## src/rtl/imm_extend_queue.sv

```systemverilog
// Immediate extender (zero/sign/upper/branch) feeding a DEPTH-entry FIFO; results visible 1 cycle after push.
// Backpressure: in_ready drops when full, head holds stable while out_ready=0; both flags come from registered state.
module imm_extend_queue #(
  parameter int IMM_W  = 16,
  parameter int DATA_W = 32,
  parameter int DEPTH  = 4
) (
  input  logic              clk,
  input  logic              rst_n,
  input  logic              flush,
  input  logic              in_valid,
  output logic              in_ready,
  input  logic [IMM_W-1:0]  imm_in,
  input  logic [1:0]        mode,
  output logic              out_valid,
  input  logic              out_ready,
  output logic [DATA_W-1:0] imm_out,
  output logic [$clog2(DEPTH):0] count
);

  localparam int AW = $clog2(DEPTH);
  localparam int CW = AW + 1;
  localparam int XW = DATA_W - IMM_W;

  typedef enum logic [1:0] {
    MODE_ZERO   = 2'b00,
    MODE_SIGN   = 2'b01,
    MODE_UPPER  = 2'b10,
    MODE_BRANCH = 2'b11
  } mode_e;

  logic [DATA_W-1:0] zext_dat;
  logic [DATA_W-1:0] sext_dat;
  logic [DATA_W-1:0] ext_dat;
  logic [AW-1:0]     rd_ptr;
  logic [AW-1:0]     wr_ptr;
  logic [DATA_W-1:0] mem [DEPTH];
  logic              push;
  logic              pop;

  always_comb begin
    zext_dat = {{XW{1'b0}}, imm_in};
    sext_dat = {{XW{imm_in[IMM_W-1]}}, imm_in};
    ext_dat  = zext_dat;
    case (mode_e'(mode))
      MODE_ZERO:   ext_dat = zext_dat;
      MODE_SIGN:   ext_dat = sext_dat;
      MODE_UPPER:  ext_dat = {imm_in, {XW{1'b0}}};
      MODE_BRANCH: ext_dat = {sext_dat[DATA_W-3:0], 2'b00};
      default:     ext_dat = zext_dat;
    endcase
  end

  assign in_ready  = (count != CW'(DEPTH));
  assign out_valid = (count != '0);
  assign push      = in_valid & in_ready;
  assign pop       = out_valid & out_ready;
  // Mask the head when empty so stale storage never leaks out.
  assign imm_out   = out_valid ? mem[rd_ptr] : '0;

  always_ff @(posedge clk) begin
    if (push && !flush) begin
      mem[wr_ptr] <= ext_dat;
    end
  end

  always_ff @(posedge clk or negedge rst_n) begin
    if (!rst_n) begin
      rd_ptr <= '0;
      wr_ptr <= '0;
      count  <= '0;
    end else if (flush) begin
      rd_ptr <= '0;
      wr_ptr <= '0;
      count  <= '0;
    end else begin
      if (push) wr_ptr <= wr_ptr + 1'b1;
      if (pop)  rd_ptr <= rd_ptr + 1'b1;
      case ({push, pop})
        2'b10:   count <= count + 1'b1;
        2'b01:   count <= count - 1'b1;
        default: count <= count;
      endcase
    end
  end

endmodule

```

## config.mk

```make
export PLATFORM = sky130hd
export DESIGN_NAME = imm_extend_queue
export DESIGN_NICKNAME = d
export VERILOG_FILES = /design/src/rtl/imm_extend_queue.sv
export SDC_FILE = /design/constraint.sdc
export NUM_CORES = 1
export LEC_CHECK = 0
export ABC_AREA = 1
export CAP_MARGIN = 25
export CORE_MARGIN = 2
export CORE_UTILIZATION = 57
export DETAILED_ROUTE_END_ITERATION = 8
export DONT_BUFFER_PORTS = 1
export PLACE_DENSITY = 0.85
export SKIP_CTS_REPAIR_TIMING = 1
export SYNTH_ARGS = -nofsm -noshare
export SYNTH_HDL_FRONTEND = slang
export SYNTH_SLANG_ARGS = --single-unit
```

## constraint.sdc

```tcl
create_clock -name clk -period 2.65 [get_ports clk]
set_input_delay 0.795 -clock clk [delete_from_list [all_inputs] [get_ports clk]]
set_output_delay 0.795 -clock clk [all_outputs]
set_load 0.02 [all_outputs]
```

## Word-level counts from Yosys, hierarchy flattened

Memories as Yosys holds them, arrays and structs flattened.
Cells that the tools add are included.

| cells by class | value |
|---|---|
| add/sub/neg operators | 4 |
| multiply operators | 0 |
| divide/modulo/power cells | 0 |
| order comparisons | 0 |
| equality and inequality tests | 6 |
| shift operators | 0 |
| multiplexer cells | 10 |
| bitwise operators | 2 |
| reductions and logical operators | 7 |

Operators by type and width:

| operator | number |
|---|---|
| $pmux W32 S4 | 1 |
| $mux W32 | 1 |
| $mux W2 | 4 |
| $eq A2 B2 Y1 const B | 3 |
| $pmux W3 S2 | 1 |
| $reduce_bool A3 Y1 | 2 |
| $add A2 B1 Y2 const B | 2 |
| $eq A2 B1 Y1 const B | 2 |
| $reduce_bool A2 Y1 | 2 |
| $add A3 B1 Y3 const B | 1 |
| $mux W3 | 1 |
| $ne A3 B3 Y1 const B | 1 |
| $sub A3 B1 Y3 const B | 1 |
| $and A1 B1 Y1 | 2 |
| $logic_not A2 Y1 | 1 |
| $mux W1 | 2 |
| $logic_and A1 B1 Y1 | 1 |
| $logic_not A1 Y1 | 1 |

| word-level totals | value |
|---|---|
| register bits | 7 |
| bits in latches | 0 |
| RAM bits | 128 |
| bits in read-only memories | 0 |
| input bits | 23 |
| output and inout port bits | 37 |
| word-level logic and storage cells | 33 |
| memories | 1 |

Memories:

| memory | depth | bits a word | rd ports | clocked after memory_dff | write ports | RTL line | RTL |
|---|---|---|---|---|---|---|---|
| mem | 4 | 32 | 1 | 0 | 1 | 37 | `logic [DATA_W-1:0] mem [DEPTH];` |

## Longest topological paths before layout

Gate-level depths: netlist (run 1).

| logic depth | value |
|---|---|
| word-level depth | 5 |
| gate-level depth with buffers | 13 |
| gate-level depth less buffers | 12 |

## Least setup slack after synthesis (run 1)

OpenSTA, ideal clock, no wires.

| path | value |
|---|---|
| kind | in2reg |
| start | input flush |
| end | memory mem[0][0], enable pin |
| library setup time | 421 ps |
| arrival time | 2621 ps |
| data required time | 2229 ps |
| setup slack | -392 ps |
| cell stages on the path | 4 |
| buffers on the path | 1 |
| cell sequence | inv_1 -> clkbuf_1 -> nand2_1 -> nor2_1 |

| between the ends | value |
|---|---|
| cells in the longest elaborated chain, start to end | 4 |

RTL lines:

| what | RTL line | RTL |
|---|---|---|
| start, declared | 10 | `input logic flush,` |
| $logic_not A1 Y1 | 62 | `if (push && !flush) begin` |
| $logic_and A1 B1 Y1 | 62 |  |
| $mux W1 | 62 |  |
| $mux W1 (implied by the code) | 63 | `mem[wr_ptr] <= ext_dat;` |
| end, declared | 37 |  |

Every way passes these cells.

## Worst setup path after layout (run 1)

| path | value |
|---|---|
| start | register rd_ptr[0] |
| end | output imm_out[21] |

| between the ends | value |
|---|---|
| cells in the longest elaborated chain, start to end | 2 |

RTL lines:

| what | RTL line | RTL |
|---|---|---|
| start, declared | 35 | `logic [AW-1:0] rd_ptr;` |
| start signal, assigned | 78 | `if (pop) rd_ptr <= rd_ptr + 1'b1;` |
| $mem_v2 Z4 W32 | -- |  |
| $mux W32 | 59 | `assign imm_out = out_valid ? mem[rd_ptr] : '0;` |
| end, declared | 17 | `output logic [DATA_W-1:0] imm_out,` |

Every way passes these cells.

==> results of run 1 <==
-- report_power, final --
part	internal [uW]	switching, uW	leakage (uW)	total (uW)
clock	1250	946	0.000256	2190
combinational	1320	1910	0.00116	3220
sequential	2500	98.6	0.00126	2600
-- synthesized netlist by cell type --
master      n  area, sq um
nor2_1    139        521.8
edfxtp_1  128         3844
o21ai_1    52        260.3
a21oi_1    34        170.2
o21ai_0    29        145.1
inv_1      27        101.4
nand2_1    17        63.81
buf_2      14        70.07
o22ai_1    14        87.58
dfrtp_1     7        175.2
nand3_1     6        30.03
buf_4       5        37.54
inv_2       5        18.77
clkbuf_1    4        15.01
clkbuf_2    4        20.02
ha_1        4        50.05
nand2_2     3        18.77
nand4_1     3        18.77
buf_1       2        7.510
buf_6       2        22.52
a21oi_2     1        8.760
fa_1        1        20.02
nor2_4      1        11.26
o221ai_1    1        8.760
xnor2_1     1        8.760
xor2_1      1        8.760
-- worst max-delay path, stage by stage (launching register included) --
cell and delay (ns):
dfrtp_2 0.40, buf_4 0.16, clkinv_8 0.12, clkbuf_16 0.20
o21ai_1 0.27, a21oi_1 0.13, buf_4 0.17
-- flip-flops by register name, indices dropped and copies added (netlist names) --
signal	cells
count	3
wr_ptr	2
rd_ptr	2
mem	128
-- through the flow --
step	total power (uW)	utilization	area, sq um	setup WS [ns]
floorplan	4103	-	5744	-0.3916
global placement	4898	0.6320	6177	0.4105
finish	8022	0.7439	7271	-0.1257
detailed placement	4956	0.6320	6177	0.3482
global route	8276	0.7439	7271	-0.1853
CTS	7097	0.6877	6721	-0.2422
-- final timing paths --
path | end | slack [ns] | depth (start not counted)
max in group asynchronous | rd_ptr[1]$_DFFE_PN0P_ | 1.75 | 1
worst min register to register | wr_ptr[1]$_DFFE_PN0P_ | 0.64 | 2
worst max register to register | count[2]$_DFFE_PN0P_ | 0.57 | 12
worst min-delay path | count[1]$_DFFE_PN0P_ | 0.42 | 3
worst max-delay path | imm_out[21] | -0.13 | 6
min in group asynchronous | count[1]$_DFFE_PN0P_ | 0.61 | 1
-- final cells by class --
cell class	count	area [sq um]	area share
clock inverters	14	126.4	0.01738
well taps	133	166.4	0.02289
repair buffers	66	809.5	0.1113
multi-input cells	307	1582	0.2175
clock buffers	18	417.9	0.05748
inverters	32	145.1	0.01996
flip-flops and latches	135	4024	0.5534
-- routing by layer --
layer,track usage,vias to the layer above,wire length (microns)
met3,0.07581,55,2029
li1,-,1877,-
met4,0.1091,0,561
met1,0.3067,2085,5716
met2,0.4202,380,7845
met5,0,-,0
-- kinds of logic after synthesis --
logic type / synth area share
AOI/OAI and AO/OA: 0.1185
xor gates and xnor gates: 0.003050
adders and majority gates: 0.01220
buffers and inverters: 0.05097
DFF: 0.6996
and+or+nand+nor: 0.1157
==> results.yml, run 1 <==
outcome:
  status: "complete, but fails checks"
  violations: "setup timing"
grt:
  grt_pass1_vias: 4137
  grt_pass1_wl_microns: 20970
  grt_use_total: 0.2527
  grt_remaining_overflow: 0
  grt_max_degree: 38
  antenna_found_initial: 0
sta:
  fin_ws_ns: -0.1257
  worst_slew_pin_slew_ns: 0.7352
  drv_slew: 0
  rsz0062_at_grt: "yes"
  final.setup_skew_ns: 0.006558
  whs_ns: 0.4176
  fin_crit_ns: 2.776
  max_slew_margin: 0.5047
  finalHoldViolCount: 0
  setup_tns_ns: -0.4114
  fmax_ghz: 0.3603
  setup_viol_count_final: 9
  period_share: 1.047
layout:
  fill_cells: 568
  layout-drive-gt1-share: 0.2552
  layout_commonest_cell: "edfxtp_1"
  diodes: 0
  final_cell_mix: "edfxtp_1, nor2_1, o21ai_1"
  area_delta_synth_final_pct: 26.57
  stdcell_count: 705
  fin_nets: 587
route:
  viasPerCell: 6.237
  antenna_left: 0
  drt_iter0_markers: 782
  wirelength_microns: 16150
  vias: 4397
  firstDrtPassIters: 5
  route.detailed.drc: 0
  wl_per_cell_microns: 22.91
hold_path:
  hold_class: "in2reg"
  min_from: "flush"
logic_synthesis:
  synth_cell_types: 26
  avgSynthCellArea_sq_um: 11.37
  yosysSeqAreaShare: 0.6996
  syn_inst: 505
  ys_ff_latch: 135
  netlist_area_sq_um: 5744
  ys_warn_count: 0
  postSynthNetCount: 533
floorplan:
  dieArea_sq_um: 10900
  core-area_sq_um: 9774
  rows: 36
  io_pins: 60
  dieHeight_microns: 104.4
  initial_core_util: 0.5877
  die_w_microns: 104.4
clock_network:
  clk_pin_slew_ns: 0.06
  clockBufferDepth: 2
  numCtsBuffers: 17
  cts_max_level: 4
  root_buffer: "clkbuf_8"
  worstSkewPairLatency_ns: 0.53
  cts_tree: "built"
  cts_sinks: 135
worst_setup_path:
  cp_data_required_time_ns: 1.86
  cp.arrival_ns: 1.98
  cp-start-kind: "register"
  rr_startpoint: "count[1]$_DFFE_PN0P_"
  crit_type: "reg2out"
  critical_path.max_fanout: 16
  crit_start: "rd_ptr[0]$_DFFE_PN0P_"
  crit_path_end_kind: "output port"
power_and_ir_drop:
  vdd_drop_max_mv: 0.6733
  p_per_area_nw_per_um2: 1103
  p_leak_uw: 0.002681
place:
  dp_hpwl_microns: 7651
  gp_congestion: 0.8264
  port_buffers: 0
  dp_cells: 654
flow_run:
  maxCapViolCount: 0
(Power assumes the default switching activity.)
==> run 2, diff against run 1 <==
--- a/config.mk
+++ b/config.mk
@@ -6,9 +6,9 @@
 export NUM_CORES = 1
 export LEC_CHECK = 0
 export ABC_AREA = 1
-export CAP_MARGIN = 25
+export CAP_MARGIN = 20
 export CORE_MARGIN = 2
-export CORE_UTILIZATION = 57
+export CORE_UTILIZATION = 59
 export DETAILED_ROUTE_END_ITERATION = 8
 export DONT_BUFFER_PORTS = 1
 export PLACE_DENSITY = 0.85
==> constraint.sdc (replaced) <==
create_clock -name clk -period 2.8 [get_ports clk]
set_input_delay 0.84 -clock clk [delete_from_list [all_inputs] [get_ports clk]]
set_output_delay 0.84 -clock clk [all_outputs]
set_load 0.02 [all_outputs]
==> results.yml, run 2 (same netlist as run 1, synthesis figures left out) <==
outcome:
  status: "complete, but fails checks"
  violations: "setup timing"
route:
  route.detailed.drc: 0
  viasPerCell: 6.116
  drt_iter0_markers: 728
  antenna_left: 0
  firstDrtPassIters: 6
  wl_per_cell_microns: 20.63
  wirelength_microns: 14210
  vias: 4214
power_and_ir_drop:
  p_leak_uw: 0.002513
  vdd_drop_max_mv: 0.6873
  p_per_area_nw_per_um2: 1015
  total_power_uw: 6901
worst_setup_path:
  critical_path.max_fanout: 15
  critPathSlowestCell: "dfrtp_2"
  crit_path_end_kind: "output port"
  cp.arrival_ns: 1.96
  cp_data_required_time_ns: 1.96
  crit_start: "rd_ptr[0]$_DFFE_PN0P_"
  cpMostUsedCell: "nor2_1"
  cp-start-kind: "register"
  critPathBufInv: 2
  rr_startpoint: "count[2]$_DFFE_PN0P_"
  worst_path_largest_cell_delay_ns: 0.48
  crit_type: "reg2out"
  crit_chain: "buf_6 -> nor2_1 -> nor2_1 -> o21ai_0 -> a21oi_1 -> buf_4"
  critPathTopFamily: "flip-flops"
layout:
  largest_reg_flops: 128
  fin_util: 0.7085
  top_register: "mem"
  layout-drive-gt1-share: 0.1799
  seqCellArea_sq_um: 4023
  fill_cells: 607
  multi_input_area_sq_um: 1459
  layout_commonest_cell: "nor2_1"
  top_regs: "mem (128), count (3)"
  fin_nets: 572
  final_cell_mix: "nor2_1, edfxtp_1, o21ai_1"
  area_delta_synth_final_pct: 18.34
  diodes: 0
floorplan:
  core-area_sq_um: 9594
  io_pins: 60
  dieHeight_microns: 102.7
  dieArea_sq_um: 10540
  die_w_microns: 102.7
  rows: 36
  initial_core_util: 0.5987
sta:
  fmax_ghz: 0.3565
  fin_ws_ns: -0.004933
  max_slew_margin: 0.5182
  setup_viol_count_final: 2
  period_share: 1.002
  finalHoldViolCount: 0
  worst_slew_pin_slew_ns: 0.7152
  rsz0062_at_grt: "yes"
  drv_slew: 0
  final.setup_skew_ns: 0.005807
  fin_crit_ns: 2.805
grt:
  antenna_found_initial: 0
  grt_remaining_overflow: 0
  grt_max_degree: 36
  grt_use_total: 0.2684
  grt_pass1_wl_microns: 20640
  grt_pass1_vias: 3972
place:
  gp_congestion: 0.8298
  place_ws_ns: 0.4195
  dp_hpwl_microns: 8039
  port_buffers: 0
clock_network:
  cts_tree: "built"
  clk_pin_slew_ns: 0.06
  cts_max_level: 4
  root_buffer: "clkbuf_8"
  clockBufferDepth: 2
  numCtsBuffers: 17
  worstSkewPairLatency_ns: 0.52
  cts_sinks: 135
flow_run:
  maxCapViolCount: 0
hold_path:
  hold_class: "in2reg"
  min_from: "flush"
run 2: layout make-up:
class,instances,share of cell area
well taps,133,0.02448
repair buffers,51,0.06792
inverters,32,0.01804
multi-input cells,307,0.2146
clock inverters,14,0.02227
clock buffers,17,0.06092
flip-flops and latches,135,0.5918
run 2: worst paths after layout:
path	cells after the start	to	slack, ns
max in group asynchronous	1	rd_ptr[0]$_DFFE_PN0P_	1.84
setup / recovery	6	imm_out[12]	-0.005
hold / removal	3	count[1]$_DFFE_PN0P_	0.48
hold reg to reg	2	wr_ptr[1]$_DFFE_PN0P_	0.62
setup reg to reg	11	count[2]$_DFFE_PN0P_	0.74
min in group asynchronous	1	count[2]$_DFFE_PN0P_	0.67
run 2: metrics by stage:
step           hold slack [ns]  instances  cell area, sq um    TNS, ns
6_report                0.4775        689              6798  -0.006281
5_1_grt                 0.4806        689              6798    -0.2748
4_1_cts              -0.005007        685              6718     -1.299
3_5_place_dp            0.5446        654              6152          0
3_3_place_gp            0.5446        654              6152          0
2_1_floorplan           0.5444        505              5744     -36.68
run 2: power by group:
part / switching, uW / internal [uW] / leakage, uW
combinational: 1500 / 811 / 0.000984
clock: 855 / 1270 / 0.000265
sequential: 98.4 / 2370 / 0.00126
run 2: worst min-delay path, cell delays in order:
cell and delay, ns:
nor2_1 0.03, nand2_1 0.05, nand2_1 0.04
run 2: layer usage:
layer / vias to the layer above / part of all wire / wire (microns) / track usage
met2: 318 / 0.50 / 7169 / 0.4429
li1: 1836 / - / - / -
met3: 36 / 0.11 / 1599 / 0.07322
met4: 0 / 0.022 / 306 / 0.09231
met1: 2024 / 0.36 / 5136 / 0.3470
met5: - / 0 / 0 / 0
==> run 3, diff against run 2 <==
--- a/config.mk
+++ b/config.mk
@@ -7,7 +7,6 @@
 export LEC_CHECK = 0
 export ABC_AREA = 1
 export CAP_MARGIN = 20
-export CORE_MARGIN = 2
 export CORE_UTILIZATION = 59
 export DETAILED_ROUTE_END_ITERATION = 8
 export DONT_BUFFER_PORTS = 1
==> results.yml, run 3 (same netlist as run 1, synthesis figures left out) <==
outcome:
  status: "complete, but fails checks"
  violations: "setup timing"
route:
  route.detailed.drc: 0
  drt_iter0_markers: 467
  wl_per_cell_microns: 19.22
  vias: 4076
  firstDrtPassIters: 6
  viasPerCell: 5.924
  antenna_left: 0
  wirelength_microns: 13230
layout:
  fin_util: 0.7290
  multi_input_area_sq_um: 1459
  area_delta_synth_final_pct: 18.38
  top_register: "mem"
  fin_nets: 574
  fill_cells: 586
  largest_reg_flops: 128
  layout-drive-gt1-share: 0.1843
  seqCellArea_sq_um: 4025
  final_cell_mix: "nor2_1, edfxtp_1, o21ai_1"
  diodes: 0
  top_regs: "mem (128), count (3)"
  layout_commonest_cell: "nor2_1"
grt:
  grt_pass1_wl_microns: 20440
  antenna_found_initial: 0
  grt_remaining_overflow: 0
  grt_pass1_vias: 4064
  grt_use_total: 0.2764
  grt_max_degree: 33
floorplan:
  dieArea_sq_um: 10130
  io_pins: 60
  dieHeight_microns: 100.7
  rows: 35
  die_w_microns: 100.7
  core-area_sq_um: 9328
  initial_core_util: 0.6158
worst_setup_path:
  cp-start-kind: "register"
  crit_type: "reg2out"
  cp.arrival_ns: 1.97
  crit_path_end_kind: "output port"
  cp_data_required_time_ns: 1.96
  critical_path.max_fanout: 26
sta:
  finalHoldViolCount: 0
  fmax_ghz: 0.3554
  setup_viol_count_final: 1
  rsz0062_at_grt: "yes"
  period_share: 1.005
  setup_tns_ns: -0.01335
  fin_crit_ns: 2.813
  worst_slew_pin_slew_ns: 0.6381
  fin_ws_ns: -0.01335
  drv_slew: 0
  max_slew_margin: 0.5701
  final.setup_skew_ns: 0.01191
clock_network:
  cts_sinks: 135
  cts_max_level: 4
  root_buffer: "clkbuf_8"
  numCtsBuffers: 17
  worstSkewPairLatency_ns: 0.52
  clockBufferDepth: 2
  clk_pin_slew_ns: 0.07
  cts_tree: "built"
power_and_ir_drop:
  p_clk_frac: 0.303
  total_power_uw: 6864
  intPower_uw: 4401
  vdd_drop_max_mv: 0.7603
  p_per_area_nw_per_um2: 1009
  switchingPower_uw: 2463
  power.share.combinational: 0.338
  p_seq_frac: 0.360
  p_leak_uw: 0.002523
  swShare: 0.3588
place:
  dp_hpwl_microns: 7736
  gp_congestion: 0.9163
  port_buffers: 0
  place_ws_ns: 0.3463
hold_path:
  hold_class: "in2reg"
flow_run:
  maxCapViolCount: 0
run 3: cell count changes in the layout (fill, tap and decap cells not counted), moves of 2 or more:
cell,previous run,this run
buf_4,40,46
buf_8,2,0
inv_2,4,2
clkinv_4,3,1
inv_6,3,6
inv_8,0,2
buf_6,3,1
run 3: worst paths after layout:
path                                            start                    end  slack (ns)  cells past startpoint
worst max-delay path            rd_ptr[0]$_DFFE_PN0P_            imm_out[15]       -0.01                      6
worst min-delay path                            flush   count[1]$_DFFE_PN0P_        0.48                      3
worst max register to register   count[2]$_DFFE_PN0P_   count[2]$_DFFE_PN0P_        0.69                     11
worst min register to register  wr_ptr[1]$_DFFE_PN0P_  wr_ptr[1]$_DFFE_PN0P_        0.64                      2
max in group asynchronous                       rst_n  rd_ptr[0]$_DFFE_PN0P_        1.83                      1
min in group asynchronous                       rst_n  wr_ptr[1]$_DFFE_PN0P_        0.66                      1
run 3: power groups by stage:
stage	combinational, uW	clock (uW)	sequential, uW
after floorplan	1400	0	2480
after global placement	2110	0	2500
after detailed placement	2180	0	2510
after CTS	2200	2080	2470
after global routing	2490	2170	2480
final	2320	2080	2470
run 3: routing by layer:
| layer | vias to the layer above | share of wire | GRT usage | wire length (microns) |
|---|---|---|---|---|
| met5 | - | 0 | 0 | 0 |
| met3 | 30 | 0.091 | 0.07212 | 1208 |
| met1 | 1946 | 0.38 | 0.3468 | 4983 |
| met4 | 0 | 0.020 | 0.1159 | 269 |
| li1 | 1845 | - | - | - |
| met2 | 255 | 0.51 | 0.4594 | 6763 |
run 3: through the flow:
stage | cell area (sq um) | cells | hold WS, ns
3_3_place_gp | 6140 | 649 | 0.5445
5_1_grt | 6800 | 688 | 0.4701
2_1_floorplan | 5744 | 505 | 0.5444
3_5_place_dp | 6140 | 649 | 0.5446
6_report | 6800 | 688 | 0.4762
4_1_cts | 6695 | 681 | -0.008773
run 3: worst max-delay path: stages (launching register included):
cell	delay [ns]
dfrtp_4	0.52
buf_6	0.26
nor2_1	0.09
nor2_1	0.10
o21ai_1	0.09
a21oi_1	0.21
buf_4	0.19
run 3: cell type report:
cell class,count,area share
multi-input cells,307,0.2145
repair buffers,53,0.06863
clock inverters,15,0.02079
flip-flops and latches,135,0.5919
inverters,32,0.01950
clock buffers,17,0.06090
well taps,129,0.02374
